File: src/rtl/schematic.sv
// Change-dispensing controller: latches I-PG, pays it out as COIN_HI then COIN_LO pulses, then pulses FIM.
// Optional feature: define MESSAGE_EN to drive the ASCII status text; otherwise message is tied to zero.
module schematic #(
   parameter int W         = 5,
   parameter int COIN_HI   = 10,
   parameter int COIN_LO   = 2,
   parameter int MSG_CHARS = 26
) (
   input  logic                   clock,
   input  logic                   reset,
   input  logic [W-1:0]           I,
   input  logic [W-1:0]           PG,
   output logic                   DEZ,
   output logic                   DOIS,
   output logic                   FIM,
   output logic [W-1:0]           moneyState,
   output logic [W-1:0]           moneyToGive,
   output logic [2:0]             mainState,
   output logic [8*MSG_CHARS-1:0] message
);

   typedef enum logic [2:0] {
      IDLE    = 3'd0,
      CALC    = 3'd1,
      GIVE    = 3'd2,
      DONE    = 3'd3,
      RELEASE = 3'd4,
      ERROR   = 3'd5
   } state_t;

   localparam logic [W-1:0] HI = W'(COIN_HI);
   localparam logic [W-1:0] LO = W'(COIN_LO);

   state_t         state_reg, state_next;
   logic           dez_reg, dez_next;
   logic           dois_reg, dois_next;
   logic           fim_reg, fim_next;
   logic [W-1:0]   ms_reg, ms_next;
   logic [W-1:0]   mtg_reg, mtg_next;

   always_ff @(posedge clock) begin
      if (reset) begin
         state_reg <= IDLE;
         dez_reg   <= 1'b0;
         dois_reg  <= 1'b0;
         fim_reg   <= 1'b0;
         ms_reg    <= '0;
         mtg_reg   <= '0;
      end else begin
         state_reg <= state_next;
         dez_reg   <= dez_next;
         dois_reg  <= dois_next;
         fim_reg   <= fim_next;
         ms_reg    <= ms_next;
         mtg_reg   <= mtg_next;
      end
   end

   // Pulses default low every cycle, so each pulse lasts exactly one cycle.
   always_comb begin
      state_next = state_reg;
      dez_next   = 1'b0;
      dois_next  = 1'b0;
      fim_next   = 1'b0;
      ms_next    = ms_reg;
      mtg_next   = mtg_reg;
      case (state_reg)
         IDLE: begin
            if ((I != '0) && (PG != '0)) begin
               if (I >= PG) begin
                  mtg_next   = I - PG;
                  ms_next    = I - PG;
                  state_next = CALC;
               end else begin
                  state_next = ERROR;
               end
            end
         end
         CALC: state_next = GIVE;
         GIVE: begin
            if (ms_reg >= HI) begin
               dez_next = 1'b1;
               ms_next  = ms_reg - HI;
            end else if (ms_reg >= LO) begin
               dois_next = 1'b1;
               ms_next   = ms_reg - LO;
            end else begin
               state_next = DONE;
            end
         end
         DONE: begin
            fim_next   = 1'b1;
            state_next = RELEASE;
         end
         ERROR: begin
            fim_next   = 1'b1;
            state_next = RELEASE;
         end
         RELEASE: begin
            // Wait for the customer to clear both inputs so a held sale is not repeated.
            if ((I == '0) && (PG == '0))
               state_next = IDLE;
         end
         default: state_next = IDLE;
      endcase
   end

   assign DEZ         = dez_reg;
   assign DOIS        = dois_reg;
   assign FIM         = fim_reg;
   assign moneyState  = ms_reg;
   assign moneyToGive = mtg_reg;
   assign mainState   = state_reg;

`ifdef MESSAGE_EN
   localparam logic [8*MSG_CHARS-1:0] MSG_READY = {"READY", {(MSG_CHARS-5){8'h20}}};
   localparam logic [8*MSG_CHARS-1:0] MSG_CALC  = {"CALCULATING CHANGE", {(MSG_CHARS-18){8'h20}}};
   localparam logic [8*MSG_CHARS-1:0] MSG_GIVE  = {"DISPENSING CHANGE", {(MSG_CHARS-17){8'h20}}};
   localparam logic [8*MSG_CHARS-1:0] MSG_THANK = {"THANK YOU", {(MSG_CHARS-9){8'h20}}};
   localparam logic [8*MSG_CHARS-1:0] MSG_ERROR = {"INSUFFICIENT MONEY", {(MSG_CHARS-18){8'h20}}};

   logic [8*MSG_CHARS-1:0] message_reg, message_next;

   // Text follows the state being entered so it stays aligned with mainState.
   always_comb begin
      message_next = MSG_READY;
      case (state_next)
         IDLE:    message_next = MSG_READY;
         CALC:    message_next = MSG_CALC;
         GIVE:    message_next = MSG_GIVE;
         DONE:    message_next = MSG_THANK;
         RELEASE: message_next = MSG_THANK;
         ERROR:   message_next = MSG_ERROR;
         default: message_next = MSG_READY;
      endcase
   end

   always_ff @(posedge clock) begin
      if (reset)
         message_reg <= MSG_READY;
      else
         message_reg <= message_next;
   end

   assign message = message_reg;
`else
   assign message = '0;
`endif

endmodule

File: config.mk
export PLATFORM = sky130hd
export DESIGN_NAME = schematic
export DESIGN_NICKNAME = d
export VERILOG_FILES = /design/src/rtl/schematic.sv
export SDC_FILE = /design/constraint.sdc
export NUM_CORES = 1
export LEC_CHECK = 0
export BUFFER_PORTS_ARGS = -buffer_cell sky130_fd_sc_hd__buf_2
export CORE_AREA = 2 2 93 95
export CTS_BUF_LIST = sky130_fd_sc_hd__clkbuf_16
export DETAILED_ROUTE_END_ITERATION = 8
export DIE_AREA = 0 0 95 97
export GPL_ROUTABILITY_DRIVEN = 0
export PLACE_DENSITY_LB_ADDON = 0.05
export SYNTH_ARGS = -nofsm -noshare
export SYNTH_HDL_FRONTEND = slang
export SYNTH_SLANG_ARGS = --single-unit
File: constraint.sdc
create_clock -name clock -period 3.4 [get_ports clock]
set_input_delay 0.34 -clock clock [delete_from_list [all_inputs] [get_ports clock]]
set_output_delay 0.34 -clock clock [all_outputs]
set_load 0.02 [all_outputs]
---- After elaboration in Yosys (flattened, before gate mapping) ----
Index checks and enable logic that the tools add are counted.
word-level totals
  flip-flop bits (word level) ............. 16
cells by class
  muxes and demuxes ....................... 14
  order comparisons ....................... 3
  eq/ne operators ......................... 11
  reductions and logical operators ........ 14
  bitwise operators ....................... 1
  add/subtract/negate cells ............... 3
operators by type and width
  kind                                                                   count
  5-bit two-way mux                                                      4
  3-bit two-way mux                                                      5
  3-bit case mux with 5 select lines                                     1
  5-bit zero test                                                        2
  2-bit inequality test, second input constant                           5
  5-bit case mux with 2 select lines                                     1
  5-bit nonzero test                                                     2
  4-bit AND reduction                                                    2
  3-bit by 2-bit equality test with 1-bit output, second input constant  2
  3-bit equality test, second input constant                             2
  5-bit by 2-bit >= comparator with 1-bit output, second input constant  1
  5-bit by 4-bit >= comparator with 1-bit output, second input constant  1
  5-bit >= comparator                                                    1
  5-bit by 2-bit subtractor with 5-bit output, second input constant     1
  5-bit by 4-bit subtractor with 5-bit output, second input constant     1
  5-bit subtractor                                                       1
  2-bit OR reduction                                                     2
  3-bit by 1-bit equality test with 1-bit output, second input constant  1
  3-bit zero test                                                        1
  1-bit two-way mux                                                      3
  3-bit inequality test, second input constant                           1
  3-bit AND reduction                                                    1
  3-bit OR reduction                                                     1
  1-bit logical AND                                                      2
  other kinds (2)                                                        2

---- Logic depth before layout (Yosys ltp) ----
  word-level depth ........................ 4
  gate-level depth with buffers ........... 8

---- Worst setup path before layout ----
OpenSTA, ideal clock, no wires.
  path type ............................... input-to-reg
  start point ............................. input port I[0]
  end point ............................... register mtg_reg[4] (netlist: moneyToGive[4])
  buffers on the path ..................... 0
  arrival time ............................ 1.763 ns
  path slack .............................. 1.566 ns
  stages .................................. 8
  path through ............................ inv_1 ha_1 fa_1 nand2b_1 a21oi_1 xnor2_1 or3_1 a21oi_1
between the ends
  word-level cells in the longest chain between the ends .. 3
  elaborated cells between the ends (all ways) .. 5
  those cells by class .................... add/sub: 1; order compare: 1; reduce/logical: 3
RTL lines
  what                                                         RTL line  text
  start, declared                                              11        input logic [W-1:0] I,
  branches (longest 3 deep; another with 5-bit >= comparator)  n/a
  end signal, assigned                                         55        mtg_reg <= mtg_next;
  end, declared                                                39        logic [W-1:0] mtg_reg, mtg_next;
Several ways; the timed one is not identified.
A chain may end at the register's enable or synchronous reset.

---- Final worst setup path ----
Same ends and word-level chain as after synthesis.

==> summary.md <==
| Metric | Value |
|---|---|
| GRT Overall Usage | `7.59%` |
| Hold Startpoint | `moneyToGive[0]` |
| Crit-path slowest cell | `fa_1` |
| Number of setup buffers added after CTS | `0` |
| Final Cycle Share | `53.2%` |
| Status | `finished clean` |
| Commonest register cell after synthesis | `dfxtp_1` |
| Register area | `320 um2` |
| Async S/R FF share, synth | `0%` |
| CTS root buf | `clkbuf_16` |
| Layout cells sized above 1 | `12.1%` |
| Cell variety after synth | `43` |
| Sum of negative setup slack | `0 ns` |
| Bufs on Longest Clock Path | `2` |
| Die Wd | `95 um` |
| CTS sink count | `16` |
| Drt drc | `0` |
| Area grow syn2layout | `-17.1%` |
| Final net count | `377` |
| Clock transition at path regs | `0.05 ns` |
| Power Density | `609 nW/um2` |
| Vias | `1487` |
| Clock Latency Late Sink | `0.25 ns` |
| CP required | `3.58 ns` |
| Antenna violations before repair | `0` |
| Element type at the critical path start | `primary input` |
| Syn. warnings | `0` |
| Final ANT Viol Nets | `0` |
| CTS Hold Bufs | `0` |
| Crit. Startpoint | `I[0]` |
| DP Wirelength | `3590 um` |
| Clock Skews | `0.00507 ns` |
| Diode count | `0` |
| Top delay family on crit path | `adder cells` |
| First-pass GRT wire length | `5600 um` |
| Area of the multi-input gates | `1480 um2` |
| HP Class | `reg2reg` |
| R2R Path Start | `moneyState[2]` |
| Largest net degree at the start of global routing | `17` |
| Die Footprint | `9220 um2` |
| Fill cells | `925` |
| Critical path buffer and inverter count | `2` |
| Vias in the first global route | `1081` |
| #FFs+latches synth | `16` |
| Num rows | `33` |
| Peak supply drop | `0.142 mV` |
| Setup-failing EPs final | `0` |
| P_leak | `1.27 nW` |
| MaxCap Viol Count | `0` |
| DR iter-0 viols | `70` |
| Tmin final | `1.81 ns` |
| DR vias/cell | `3.23` |
| Core ar. | `8130 um2` |
| Initial Utilization | `32.4%` |
| Final hold vios | `0` |
| F_max | `553 MHz` |
| Syn avg cell area | `8.04 um2` |
| Cell Area, Placed | `2110 um2` |
| Ports | `236` |
| Critical path peak fanout | `2` |
| Fraction of the mapped netlist area in adder cells | `4.08%` |
| H-tree lvl count | `1` |
| Wirelength per Cell | `8.95 um` |
| DP Worst Slack | `1.30 ns` |
| Die H | `97 um` |
| RSZ-0062 raised after global routing | `no` |
| Drt pass-1 iters | `4` |
| Critical Path Sink Type | `register` |
| PostCTS Resize Cnt | `0` |
| Post-route design area | `2190 um2` |
| Post-synthesis sequential area ratio | `12.1%` |
| EDFF count, synth | `0` |
| Synth Instances | `328` |
| Most frequent CP cell | `a21oi_1` |
| Mux contribution to synthesized area | `0.759%` |
| Overall routed net length | `4130 um` |
| CTS Buf Count | `3` |
| IO buf count | `27` |
| Post-Synth Simple-Gate Area | `8.82%` |
| Largest family of logic cells by synthesized area | `buffers and inverters` |
| Compound-cell area share of the yosys netlist | `11.3%` |
| Max-slew violation count | `0` |
| Xor-xnor portion of the synthesized cell area | `1.66%` |
| Critical setup path kind | `in2reg` |
| Final Core Density | `26.9%` |
| Netlist Area Pre-Place | `2640 um2` |
| Total Power | `0.00133 W` |
| Worst path max stage delay | `0.42 ns` |
| Overflow after GRT | `0` |
| Critical path arrival | `1.99 ns` |
| PnR worst setup slack | `1.59 ns` |
| CP Cell Sequence | `buf_2 > inv_1 > ha_1 > fa_1 > nand2b_1 > a21oi_1 > xnor2_1 > or3_1 > a21oi_1` |
| CTS tree | `done` |
[layer usage]
metal  up-vias  share of wire (%)  global-route usage [%]
met4         0               0.82                    2.01
met2       126                 48                    12.4
li1        701                  -                       -
met5         -                  0                       0
met3         4                 13                    2.10
met1       656                 39                    9.71
[stage by stage]
step / hold WS, ns / instances
2_1_floorplan: 0.416 / 535
3_3_place_gp: 0.450 / 457
3_5_place_dp: 0.457 / 457
4_1_cts: 0.469 / 461
5_1_grt: 0.487 / 461
6_report: 0.460 / 461
[state kept, by name, summed over array words and instances (netlist names)]
register	flops
moneyToGive	5
moneyState	5
DEZ	1
mainState	3
FIM	1
DOIS	1
[synthesized netlist by cell type, types with 2 or more instances]
master | count | area share, %
a211o_1 | 2 | 0.66
a211oi_1 | 4 | 1.1
a21oi_1 | 11 | 2.1
buf_4 | 209 | 59
dfxtp_1 | 16 | 12
ha_1 | 7 | 3.3
inv_1 | 10 | 1.4
mux2i_1 | 2 | 0.76
nand2_1 | 10 | 1.4
nand2b_1 | 5 | 1.2
nand3_1 | 4 | 0.76
nor2_1 | 6 | 0.85
nor3_1 | 3 | 0.57
nor4_1 | 3 | 0.71
o211ai_1 | 2 | 0.57
o21a_1 | 2 | 0.57
o21ai_0 | 3 | 0.57
xnor2_1 | 4 | 1.3
[area by class of cell]
type                    instances  area share [%]
well taps                     105            6.01
clock buffers                   3            3.43
flip-flops and latches         16            14.6
inverters                      10            1.72
multi-input cells             299            67.8
clock inverters                 1           0.172
repair buffers                 27            6.18
[final timing paths]
| path | endpoint | slack (ns) | cells after the start |
|---|---|---|---|
| setup / recovery | moneyToGive[4] | 1.59 | 9 |
| hold / removal | moneyToGive[0] | 0.46 | 1 |
| setup reg to reg | moneyState[2] | 1.72 | 6 |
| hold reg to reg | moneyToGive[0] | 0.46 | 1 |
[cell families after synthesis]
| logic type | count (synthesis) |
|---|---|
| buffers and inverters | 220 |
| AND/OR/NAND/NOR | 41 |
| AO/OA/AOI/OAI | 35 |
| flip-flops | 16 |
| adder cells (fa/ha/maj) | 8 |
| XOR/XNOR | 5 |
| multiplexers | 2 |
| other | 1 |
[worst register-to-register path, delay by kind of cell (launching register included)]
family	cells	cell delay, ns
AOI/OAI and AO/OA	3	0.76
DFF	1	0.34
and+or+nand+nor	1	0.15
buffers and inverters	1	0.12
adders and majority gates	1	0.22
[power breakdown]
| group | switching (W) | internal, W | leakage [nW] |
|---|---|---|---|
| Clock | 0.0000785 | 0.000156 | 0.0385 |
| Sequential | 0.0000862 | 0.000245 | 0.131 |
| Combinational | 0.000548 | 0.000218 | 1.10 |
| Total | 0.000712 | 0.000620 | 1.27 |
[layout by cell type, fill, tap and decap left out, drive strengths merged, types with 3 or more instances in the layout]
cell | netlist | routed
a211oi | 4 | 4
xnor2 | 4 | 4
nand3 | 5 | 5
inv | 10 | 10
nor2 | 7 | 7
nor4 | 3 | 3
ha | 7 | 7
nor3 | 4 | 4
conb | 1 | 208
nand2b | 5 | 5
a21oi | 11 | 11
clkbuf | 1 | 3
buf | 209 | 27
nand2 | 10 | 10
o21ai | 4 | 4
dfxtp | 16 | 16
No activity file was read; power rests on OpenSTA's default activity.
